## config.mk

```make
export PLATFORM = sky130hd
export DESIGN_NAME = pc_checkpoint_monitor
export DESIGN_NICKNAME = d
export VERILOG_FILES = /design/src/rtl/pc_mon_pkg.sv /design/src/rtl/pc_mon_table.sv /design/src/rtl/pc_checkpoint_monitor.sv
export SDC_FILE = /design/constraint.sdc
export NUM_CORES = 1
export LEC_CHECK = 0
export CELL_PAD_IN_SITES_DETAIL_PLACEMENT = 0
export CELL_PAD_IN_SITES_GLOBAL_PLACEMENT = 2
export CORE_ASPECT_RATIO = 1.2
export CORE_MARGIN = 2
export CORE_UTILIZATION = 40
export DETAILED_ROUTE_END_ITERATION = 10
export GPL_ROUTABILITY_DRIVEN = 1
export PLACE_DENSITY_LB_ADDON = 0.1
export SYNTH_ARGS = -nofsm -noshare
export SYNTH_HDL_FRONTEND = slang
export SYNTH_SLANG_ARGS = --single-unit
export TNS_END_PERCENT = 50
```

## constraint.sdc

```tcl
create_clock -name clk -period 3 [get_ports clk]
set_input_delay 0.3 -clock clk [delete_from_list [all_inputs] [get_ports clk]]
set_output_delay 0.3 -clock clk [all_outputs]
set_load 0.03 [all_outputs]
```

## src/rtl/pc_mon_pkg.sv

```systemverilog
// Shared types and defaults for the PC checkpoint monitor.
// Imported by the monitor top and its checkpoint table.
package pc_mon_pkg;

    localparam int PC_W_DEF    = 32;
    localparam int N_CHK_DEF   = 8;
    localparam int TIMEOUT_DEF = 4096;

    typedef enum logic [2:0] {
        S_IDLE,
        S_RUN,
        S_PASS,
        S_FAIL,
        S_TMO
    } state_t;

endpackage

```

## src/rtl/pc_mon_table.sv

```systemverilog
// Checkpoint storage: one write port, one combinational read port.
// Reset wipes every entry, including its valid and last bits.
module pc_mon_table #(
    parameter int PC_W  = 32,
    parameter int N_CHK = 8,
    parameter int IW    = 3
) (
    input  logic            clk,
    input  logic            reset,
    input  logic            we,
    input  logic [IW-1:0]   widx,
    input  logic [PC_W-1:0] wpass,
    input  logic [PC_W-1:0] wfail,
    input  logic            wlast,
    input  logic [IW-1:0]   ridx,
    output logic [PC_W-1:0] rpass,
    output logic [PC_W-1:0] rfail,
    output logic            rlast,
    output logic            rvalid
);

    logic [PC_W-1:0]  pass_q [N_CHK];
    logic [PC_W-1:0]  fail_q [N_CHK];
    logic [N_CHK-1:0] last_q;
    logic [N_CHK-1:0] valid_q;

    logic wr_ok;
    logic rd_ok;

    assign wr_ok = we && (int'(widx) < N_CHK);
    assign rd_ok = int'(ridx) < N_CHK;

    always_ff @(posedge clk) begin
        if (reset) begin
            for (int i = 0; i < N_CHK; i++) begin
                pass_q[i] <= '0;
                fail_q[i] <= '0;
            end
            last_q  <= '0;
            valid_q <= '0;
        end else if (wr_ok) begin
            pass_q[widx]  <= wpass;
            fail_q[widx]  <= wfail;
            last_q[widx]  <= wlast;
            valid_q[widx] <= 1'b1;
        end
    end

    assign rpass  = rd_ok ? pass_q[ridx]  : '0;
    assign rfail  = rd_ok ? fail_q[ridx]  : '0;
    assign rlast  = rd_ok ? last_q[ridx]  : 1'b0;
    assign rvalid = rd_ok ? valid_q[ridx] : 1'b0;

endmodule

```

## src/rtl/pc_checkpoint_monitor.sv

```systemverilog
// Walks an ordered checkpoint table against the live PC and reports
// pass, fail or timeout; only the current entry k is ever compared.
module pc_checkpoint_monitor
    import pc_mon_pkg::*;
#(
    parameter int PC_W        = PC_W_DEF,
    parameter int N_CHK       = N_CHK_DEF,
    parameter int TIMEOUT_CYC = TIMEOUT_DEF,
    localparam int IW = (N_CHK > 1) ? $clog2(N_CHK) : 1,
    localparam int CW = $clog2(N_CHK + 1),
    localparam int TW = $clog2(TIMEOUT_CYC + 1)
) (
    input  logic            clk,
    input  logic            reset,
    input  logic [PC_W-1:0] pc,
    input  logic            start,
    input  logic            clear,
    input  logic            cfg_we,
    input  logic [IW-1:0]   cfg_idx,
    input  logic [PC_W-1:0] cfg_pass_pc,
    input  logic [PC_W-1:0] cfg_fail_pc,
    input  logic            cfg_last,
    output logic            busy,
    output logic            passed,
    output logic            failed,
    output logic            timed_out,
    output logic            hit,
    output logic [CW-1:0]   pass_count,
    output logic [IW-1:0]   fail_idx
);

    state_t          state;
    logic [IW-1:0]   k;
    logic [TW-1:0]   tcnt;
    logic [PC_W-1:0] e_pass;
    logic [PC_W-1:0] e_fail;
    logic            e_last;
    logic            e_valid;
    logic            final_chk;

    pc_mon_table #(
        .PC_W  (PC_W),
        .N_CHK (N_CHK),
        .IW    (IW)
    ) u_table (
        .clk    (clk),
        .reset  (reset),
        .we     (cfg_we && (state == S_IDLE)),
        .widx   (cfg_idx),
        .wpass  (cfg_pass_pc),
        .wfail  (cfg_fail_pc),
        .wlast  (cfg_last),
        .ridx   (k),
        .rpass  (e_pass),
        .rfail  (e_fail),
        .rlast  (e_last),
        .rvalid (e_valid)
    );

    assign final_chk = e_last || (int'(k) == N_CHK - 1);

    always_ff @(posedge clk) begin
        if (reset) begin
            state      <= S_IDLE;
            busy       <= 1'b0;
            passed     <= 1'b0;
            failed     <= 1'b0;
            timed_out  <= 1'b0;
            hit        <= 1'b0;
            pass_count <= '0;
            fail_idx   <= '0;
            k          <= '0;
            tcnt       <= '0;
        end else begin
            hit <= 1'b0;
            if (clear || start) begin
                state      <= clear ? S_IDLE : S_RUN;
                busy       <= !clear;
                passed     <= 1'b0;
                failed     <= 1'b0;
                timed_out  <= 1'b0;
                pass_count <= '0;
                fail_idx   <= '0;
                k          <= '0;
                tcnt       <= '0;
            end else if (state == S_RUN) begin
                // fail beats pass on the same entry; timeout only if neither
                if (!e_valid) begin
                    state  <= S_PASS;
                    busy   <= 1'b0;
                    passed <= 1'b1;
                end else if (pc == e_fail) begin
                    state    <= S_FAIL;
                    busy     <= 1'b0;
                    failed   <= 1'b1;
                    fail_idx <= k;
                end else if (pc == e_pass) begin
                    hit        <= 1'b1;
                    pass_count <= pass_count + CW'(1);
                    tcnt       <= '0;
                    if (final_chk) begin
                        state  <= S_PASS;
                        busy   <= 1'b0;
                        passed <= 1'b1;
                    end else begin
                        k <= k + IW'(1);
                    end
                end else if (tcnt == TW'(TIMEOUT_CYC - 1)) begin
                    state     <= S_TMO;
                    busy      <= 1'b0;
                    timed_out <= 1'b1;
                    fail_idx  <= k;
                end else begin
                    tcnt <= tcnt + TW'(1);
                end
            end
        end
    end

endmodule

```

# ---- After elaboration in Yosys (flattened, before gate mapping)
# Memories as Yosys holds them, arrays and structs flattened. A register that Yosys moved wholly into a read port is not among the register bits.
# Index checks and enable logic that the tools add are counted.
dict set report totals {
  register_bits 47
  ram_bits 512
  in_bits 105
  out_inout_bits 12
  word_cells 105
  mem_count 2
}
dict set report op_classes {
  addsub 3
  n_lt_le_gt_ge 3
  eq_ne 12
  mux 47
  bitwise_logic 6
  n_reduce_logical 20
}
# memory depth width read_ports rd_ports_with_merged_regs write_ports line
set mem_list {}
lappend mem_list {u_table.fail_q 8 32 1 1 8 pc_mon_table.sv:23} ;# logic [PC_W-1:0] fail_q [N_CHK];
lappend mem_list {u_table.pass_q 8 32 1 1 8 pc_mon_table.sv:22} ;# logic [PC_W-1:0] pass_q [N_CHK];
# op n
set ops {}
lappend ops {{32-bit == test} 2}
lappend ops {{32-bit two-way mux} 2}
lappend ops {{32-bit OR reduction} 2}
lappend ops {{3-bit two-way mux} 16}
lappend ops {{13-bit two-way mux} 2}
lappend ops {{1-bit two-way mux} 23}
lappend ops {{4-bit AND reduction} 4}
lappend ops {{13-bit by 1-bit adder with 13-bit output, second input constant} 1}
lappend ops {{13-bit by 12-bit == test with 1-bit output, second input constant} 1}
lappend ops {{5-bit AND reduction} 2}
lappend ops {{8-bit bitwise mux} 1}
lappend ops {{3-bit by 4-bit less-than comparator with 1-bit output, second input constant} 2}
lappend ops {{8-bit OR} 1}
lappend ops {{1-bit binary-select mux with 3-bit select} 2}
lappend ops {{3-bit by 1-bit == test with 1-bit output, second input constant} 2}
lappend ops {{2-bit inequality test, second input constant} 3}
lappend ops {{3-bit AND reduction} 2}
lappend ops {{5-bit by 1-bit inequality test with 1-bit output, second input constant} 1}
lappend ops {{5-bit inequality test, second input constant} 1}
lappend ops {{1-bit inverter} 5}
lappend ops {{5-bit OR reduction} 1}
lappend ops {{4-bit by 1-bit adder with 4-bit output, second input constant} 1}
lappend ops {{2-bit by 1-bit inequality test with 1-bit output, second input constant} 2}
lappend ops {{2-bit nonzero test} 2}
lappend ops {{other kinds (8)} 10}

# ---- Logic depth before layout (Yosys ltp)
# Gate-level depths: netlist of run 1.
dict set report depth {
  ltp_word 9
  mapped_depth 15
  depth_no_buf 9
}

# ---- Hierarchy
# Synthesis of run 1 repeated with hierarchy kept, for this count alone.
dict set report unflattened {
  hier_cells 1651
  hier_area_um2 25749.7
}
# mod n_inst cells_per_inst area_per_inst_um2 seq_area_each_um2
set by_module_without_submodules {}
lappend by_module_without_submodules {pc_mon_table 1 1392 23478.8 15695.1}
lappend by_module_without_submodules {pc_checkpoint_monitor 1 259 2270.9 620.6}

# ---- Worst setup path before layout of run 1
# OpenSTA, ideal clock, no wires.
dict set report synth_timing {
  path_kind {reg2reg}
  from {reg (tool-made name)}
  to {reg tcnt[2]}
  setup_ns 0.074
  arrival_ns 3.162
  required_time_ns 2.926
  setup_slack_ns -0.236
  path_stages_with_launch 14
  n_path_buf 6
  synth_period_minus_slack_ns 3.236
  path_cell_list {dfxtp_1 -> buf_6 -> buf_6 -> buf_2 -> buf_4 -> buf_4 -> mux4_2 -> mux2i_1 -> xor2_1 -> nand4_1 -> o21ai_0 -> buf_2 -> or4_1 -> a21oi_1}
}
# element line
set synth_rtl {}
lappend synth_rtl {{end signal: assignment} pc_checkpoint_monitor.sv:114} ;# tcnt <= tcnt + TW'(1);
lappend synth_rtl {{end: declaration} pc_checkpoint_monitor.sv:34} ;# logic [TW-1:0] tcnt;

==> results.tsv, run 1 <==
stage	metric	value	unit
outcome	status	finished with violations	
outcome	violations	setup timing	
critical_path	worstPathRequired	3.51	ns
sta	finalSetupViolCount	34	
global_routing	grt_max_degree	67	
layout	stdcell_count	2966	
floorplanning	initial_core_util	40.33	%
clock_tree	cts_buffers	58	
sta	slew_violations	0	
power_and_ir_drop	seq_power_share	52.1	%
global_routing	antenna_found_initial	1	
power_and_ir_drop	p_per_area	530.5	mW/mm^2
logic_synthesis	avgSynthCellArea	14.40	sq um
routing	vias_per_cell	5.594	
routing	first_pass_iters	5	
clock_tree	cts.sinks	562	
logic_synthesis	async_flop_share	0	%
power_and_ir_drop	clockPowerShare	40.4	%
routing	initialDrtViolationCount	1346	
power_and_ir_drop	vdd_drop_max	0.4332	mV
placed_design	pre_cts_slack	-0.8500	ns
power_and_ir_drop	p_sw_share	22.75	%
global_routing	grt_pass1_vias	17200	
worst_hold_path	min_path_type	flip-flop to flip-flop	
run	maxCapViolCount	0	
critical_path	crit_type	flip-flop to flip-flop	
global_routing	grt_pass1_wl	121.8	mm
sta	fin_ws	-0.4834	ns
logic_synthesis	yosys_warnings	0	
logic_synthesis	synth.distinct_cells	53	
clock_tree	root_buffer	clkbuf_16	
layout	final_common_cell	edfxtp_1	
power_and_ir_drop	finalPower	0.01726	W
placed_design	dp_cells	2826	
layout	final_cell_mix	512 x edfxtp_1, 324 x and2_1, 196 x and3_1	
placed_design	dpl-instance-area	0.02967	sq mm
clock_tree	clock_latency	0.62	ns
critical_path	cp_max_fo	7	
routing	antenna_left	0	
routing	wirelength	84.05	mm
global_routing	overflow	0	
sta	relSlewSlack	36.96	%
logic_synthesis	ys.flop_type	edfxtp_1	
placed_design	port_buffers	116	
layout	final_nets	2198	
sta	timing.fmax	287.1	MHz
clock_tree	htreeDepth	2	
power_and_ir_drop	p_leak	12.29	nW
sta	hold_viol	0	
clock_tree	cts_tree	yes	
clock_tree	clkSlewWorstSetupHoldPaths	0.06	ns
floorplanning	rows	102	
placed_design	gp_congestion	0.7992	
logic_synthesis	synth-edff-count	512	
floorplanning	dieHeight	283.0	um
logic_synthesis	synthCells	1801	
power_and_ir_drop	switching_power	0.003927	W
sta	tightest_slew	0.9456	ns
sta	rsz0062_at_grt	true	
floorplanning	die_width	236.5	um
routing	wire_per_inst	28.34	um
routing	drc	0	
floorplanning	ios	117	
critical_path	end_kind	flip-flop	
logic_synthesis	yosysSeqAreaShare	63.12	%
power_and_ir_drop	internal_power	0.01334	W
floorplanning	dieArea	0.06692	sq mm
power_and_ir_drop	power_frac_comb	7.5	%
logic_synthesis	syn-cell-area	0.02594	sq mm
critical_path	crit_path_start_kind	flip-flop	
layout	fin_area	0.03254	sq mm
critical_path	critical_path_arrival	3.99	ns
logic_synthesis	syn_nets	1910	
critical_path	regToRegSetupSlack	-0.48	ns
routing	via_count	16590	
clock_tree	cts_buffer_depth	3	
floorplanning	coreArea	0.06432	sq mm
layout	area_growth	25.45	%
global_routing	grt_usage	25.18	%
placed_design	dp_hpwl	51.25	mm
sta	period_share	116.1	%
sta	period_needed	3.483	ns
sta	clock_skew	0.01210	ns
layout	layout-drive-gt1-share	24.98	%
logic_synthesis	yosys_register_bits	562	
layout	diodes	0	
path summary, 6_finish.rpt:
check / start / to / depth (start not counted)
hold / removal: u_table.valid_q[2] / u_table.valid_q[2] / 1
setup reg to reg: flip-flop / flip-flop / 16
setup / recovery: flip-flop / flip-flop / 16
hold reg to reg: u_table.valid_q[2] / u_table.valid_q[2] / 1
layout make-up:
class                      count  area, sq um
multi-input combinational   1098         9479
inverter                      16        60.06
clock buffer                  78         1630
tap                          832         1041
timing repair buffer         353         3781
sequential                   562        16390
fill                        5586        31780
clock inverter                27        165.2
power groups by stage:
stage / clock (W) / sequential (W) / combinational, W
final: 0.00697 / 0.00900 / 0.00129
after global routing: 0.00739 / 0.00903 / 0.00136
after CTS: 0.00712 / 0.00900 / 0.00130
after detailed placement: 0 / 0.00916 / 0.00126
after global placement: 0 / 0.00915 / 0.00126
after floorplan: 0 / 0.00915 / 0.000486
kinds of logic (layout without fill, tap and decap cells):
logic type,count (synthesis),in the layout,share of synthesized area [%]
adder cells (fa/ha/maj),4,4,0.1929
AND/OR/NAND/NOR,680,682,15.84
XOR/XNOR,48,48,1.621
flip-flops,562,562,63.12
multiplexers,231,231,13.25
AO/OA/AOI/OAI,133,133,3.337
buffers and inverters,143,474,2.633
critical path: stages, from the launching register on:
cell,delay [ns]
dfxtp_4,0.39
buf_12,0.12
buf_12,0.12
buf_16,0.13
mux4_2,0.50
mux2i_1,0.14
buf_4,0.15
xnor2_2,0.06
nor4_2,0.29
nand4_1,0.18
nor4_4,0.29
buf_4,0.20
buf_6,0.12
o211ai_4,0.08
or2_4,0.30
mux2i_1,0.14
buf_4,0.15
stage by stage:
stage | hold slack (ns) | TNS, ns | utilization (%)
CTS | 0.4185 | -11.34 | 50.17
floorplan | 0.4205 | -1.421 | -
detailed placement | 0.4353 | -22.05 | 46.13
global placement | 0.4300 | -22.97 | 46.13
global route | 0.4706 | -16.63 | 50.60
finish | 0.4500 | -12.50 | 50.60
registers in the layout, summed over array words and instances (netlist names), 3 cells and up, named ones only:
name             count
pass_count           4
k                    3
u_table.fail_q     256
u_table.valid_q      8
tcnt                13
u_table.last_q       8
state                3
u_table.pass_q     256
fail_idx             3
per-layer routing:
| layer | share of wire (%) | vias up | GRT usage [%] |
|---|---|---|---|
| met5 | 0 | - | 0 |
| met4 | 2.2 | 0 | 6.203 |
| met3 | 4.3 | 112 | 2.689 |
| met2 | 51 | 432 | 43.86 |
| met1 | 43 | 8646 | 33.73 |
| li1 | - | 7403 | - |
cells in the mapped netlist, types with 3 or more instances:
| master | instances | share of area [%] |
|---|---|---|
| edfxtp_1 | 512 | 59 |
| and2_1 | 324 | 7.8 |
| and3_1 | 198 | 4.8 |
| mux2i_1 | 106 | 4.1 |
| mux4_2 | 86 | 7.5 |
| clkbuf_1 | 81 | 1.2 |
| dfxtp_1 | 50 | 3.9 |
| mux2_2 | 39 | 1.7 |
| nand2_1 | 39 | 0.56 |
| xnor2_1 | 34 | 1.1 |
| o22ai_1 | 32 | 0.77 |
| o21ai_0 | 28 | 0.54 |
| nor2_1 | 24 | 0.35 |
| a21oi_1 | 21 | 0.41 |
| buf_2 | 18 | 0.35 |
| nand3_1 | 17 | 0.33 |
| or3_1 | 17 | 0.41 |
| inv_1 | 16 | 0.23 |
| buf_4 | 15 | 0.43 |
| xor2_1 | 14 | 0.47 |
| nand4_1 | 13 | 0.31 |
| or4_1 | 11 | 0.32 |
| o31ai_1 | 10 | 0.29 |
| buf_6 | 9 | 0.39 |
| a21o_1 | 8 | 0.23 |
| nor3_1 | 8 | 0.15 |
| a22o_1 | 7 | 0.24 |
| nor2b_1 | 7 | 0.17 |
| nor4_1 | 7 | 0.17 |
| nand2b_1 | 6 | 0.14 |
| o21a_1 | 6 | 0.17 |
| a221oi_1 | 5 | 0.17 |
| buf_1 | 4 | 0.058 |
| ha_1 | 4 | 0.19 |
| a211oi_1 | 3 | 0.087 |
repair_timing:
| action | in CTS | in global routing |
|---|---|---|
| buffers inserted | 23 | 8 |
| pin swaps | 46 | 27 |
| gates cloned | 7 | 0 |
| setup endpoints to repair | 34 | 34 |
| hold buffers | 0 | 0 |
| gates resized for setup | 89 | 39 |
Power figures use the tool's default switching activity.
==> run 2, diff against run 1 <==
--- a/config.mk
+++ b/config.mk
@@ -13,6 +13,7 @@
 export DETAILED_ROUTE_END_ITERATION = 10
 export GPL_ROUTABILITY_DRIVEN = 1
 export PLACE_DENSITY_LB_ADDON = 0.1
+export SLEW_MARGIN = 40
 export SYNTH_ARGS = -nofsm -noshare
 export SYNTH_HDL_FRONTEND = slang
 export SYNTH_SLANG_ARGS = --single-unit
==> results.tsv, run 2 (same netlist as run 1, synthesis figures left out) <==
stage	metric	value	unit
outcome	status	finished with violations	
outcome	violations	setup timing	
layout	final_nets	2200	
floorplanning	dieArea	0.06692	sq mm
clock_tree	cts.sinks	562	
sta	timing.fmax	294.1	MHz
sta	period_needed	3.400	ns
layout	area_growth	25.78	%
placed_design	port_buffers	116	
routing	initialDrtViolationCount	1431	
critical_path	crit_path_start_kind	flip-flop	
clock_tree	clkSlewWorstSetupHoldPaths	0.06	ns
sta	fin_ws	-0.4000	ns
critical_path	crit_type	flip-flop to flip-flop	
layout	final_cell_mix	512 x edfxtp_1, 324 x and2_1, 196 x and3_1	
routing	first_pass_iters	7	
routing	wire_per_inst	28.42	um
sta	finalSetupViolCount	34	
power_and_ir_drop	vdd_drop_max	0.4352	mV
routing	wirelength	84.32	mm
worst_hold_path	holdPathEnd	u_table.valid_q[2]	
clock_tree	clock_latency	0.62	ns
sta	clock_skew	0.01350	ns
placed_design	dp_cells	2826	
sta	tightest_slew	0.7725	ns
layout	final_common_cell	edfxtp_1	
global_routing	antenna_found_initial	2	
routing	drc	0	
floorplanning	dieHeight	283.0	um
worst_hold_path	min_path_type	flip-flop to flip-flop	
critical_path	regToRegSetupSlack	-0.40	ns
global_routing	overflow	0	
routing	vias_per_cell	5.562	
layout	n_fill_cell	5541	
power_and_ir_drop	p_per_area	527.8	mW/mm^2
critical_path	cp_max_fo	7	
critical_path	r2r-end	state[1]	
global_routing	grt_usage	25.18	%
layout	layout-drive-gt1-share	25.60	%
sta	period_share	113.3	%
clock_tree	hold_buffers	0	
clock_tree	cts_buffer_depth	3	
global_routing	grt_pass1_wl	121.7	mm
power_and_ir_drop	finalPower	0.01722	W
sta	relSlewSlack	48.22	%
worst_hold_path	worstHoldPathCells	1	
power_and_ir_drop	p_leak	12.31	nW
global_routing	grt_pass1_vias	17250	
clock_tree	cts_buffers	58	
critical_path	ff2ff_path_depth	16	
placed_design	gp_congestion	0.7992	
clock_tree	root_buffer	clkbuf_16	
floorplanning	ios	117	
global_routing	grt_max_degree	67	
routing	via_count	16500	
layout	stdcell_count	2967	
sta	rsz0062_at_grt	true	
sta	finalSetupTns	-11.27	ns
clock_tree	cts_tree	yes	
worst_hold_path	hp-start	u_table.valid_q[2]	
critical_path	worstPathRequired	3.55	ns
floorplanning	initial_core_util	40.33	%
routing	antenna_left	0	
sta	hold_viol	0	
layout	biggestRegsByFlops	u_table.fail_q (256), u_table.pass_q (256), tcnt (13)	
floorplanning	coreArea	0.06432	sq mm
sta	slew_violations	0	
floorplanning	die_width	236.5	um
critical_path	critical_path_arrival	3.95	ns
floorplanning	rows	102	
placed_design	dp_hpwl	51.25	mm
critical_path	end_kind	flip-flop	
run	maxCapViolCount	0	
clock_tree	htreeDepth	2	
run 2: cell types whose count changed in the layout (fill, tap and decap cells not counted), moves of 3 or more:
cell	before	now
mux2i_1	87	81
o31ai_1	4	10
o31ai_2	5	0
mux2i_4	7	11
clkinv_2	9	6
o22ai_1	28	25
o22ai_2	4	7
or3_1	14	11
or3_4	3	6
run 2: worst max-delay path, stage by stage (launching register included):
cell     delay (ns)
dfxtp_4        0.46
buf_12         0.17
buf_6          0.11
buf_12         0.12
buf_4          0.15
mux2i_1        0.22
o22ai_1        0.15
o21a_1         0.21
o211a_1        0.22
nand4_1        0.22
nor4_4         0.08
buf_6          0.14
buf_6          0.12
buf_4          0.15
or3_4          0.40
a31oi_2        0.21
mux2i_1        0.19
run 2: report_power, final:
group	switching [W]	leakage (nW)	internal (W)
Clock	0.00304	0.865	0.00387
Combinational	0.000802	5.82	0.000508
Sequential	0.000101	5.63	0.00890
run 2: final cells by class:
class / instances / area (sq um) / share of cell area, %
inverter: 16 / 60.06 / 0.1840
antenna: 2 / 5.005 / 0.01534
clock buffer: 81 / 1652 / 5.061
multi-input combinational: 1098 / 9590 / 29.39
clock inverter: 21 / 112.6 / 0.3451
sequential: 562 / 16390 / 50.22
tap: 832 / 1041 / 3.190
timing repair buffer: 355 / 3784 / 11.60
run 2: how the worst max path moves through the flow:
| stage | from | end |
|---|---|---|
| after floorplan | flip-flop | tcnt[10] |
| after global placement | flip-flop | fail_idx[2] |
| after detailed placement | flip-flop | flip-flop |
| after CTS | flip-flop | tcnt[8] |
| after global routing | flip-flop | flip-flop |
| final | flip-flop | state[1] |
run 2: timing repair:
item	CTS	global route
pin swaps	34	33
buffers inserted	24	10
gates cloned	7	1
setup endpoints to repair	34	34
gates resized for setup	113	42
run 2: metrics by stage:
step	setup slack [ns]	instance area (sq um)	hold WS [ns]	utilization (%)
after floorplan	-0.1300	26070	0.4205	-
after global placement	-0.7976	29670	0.4300	46.13
after detailed placement	-0.8154	29680	0.4353	46.14
after CTS	-0.4053	32370	0.4181	50.32
after global routing	-0.5059	32630	0.4714	50.73
final	-0.4000	32630	0.4505	50.73
run 2: metal layers:
layer	track usage, %	wire, um
met4	5.918	1775
met5	0	0
met2	44.13	42820
met3	2.650	3484
met1	33.66	36240
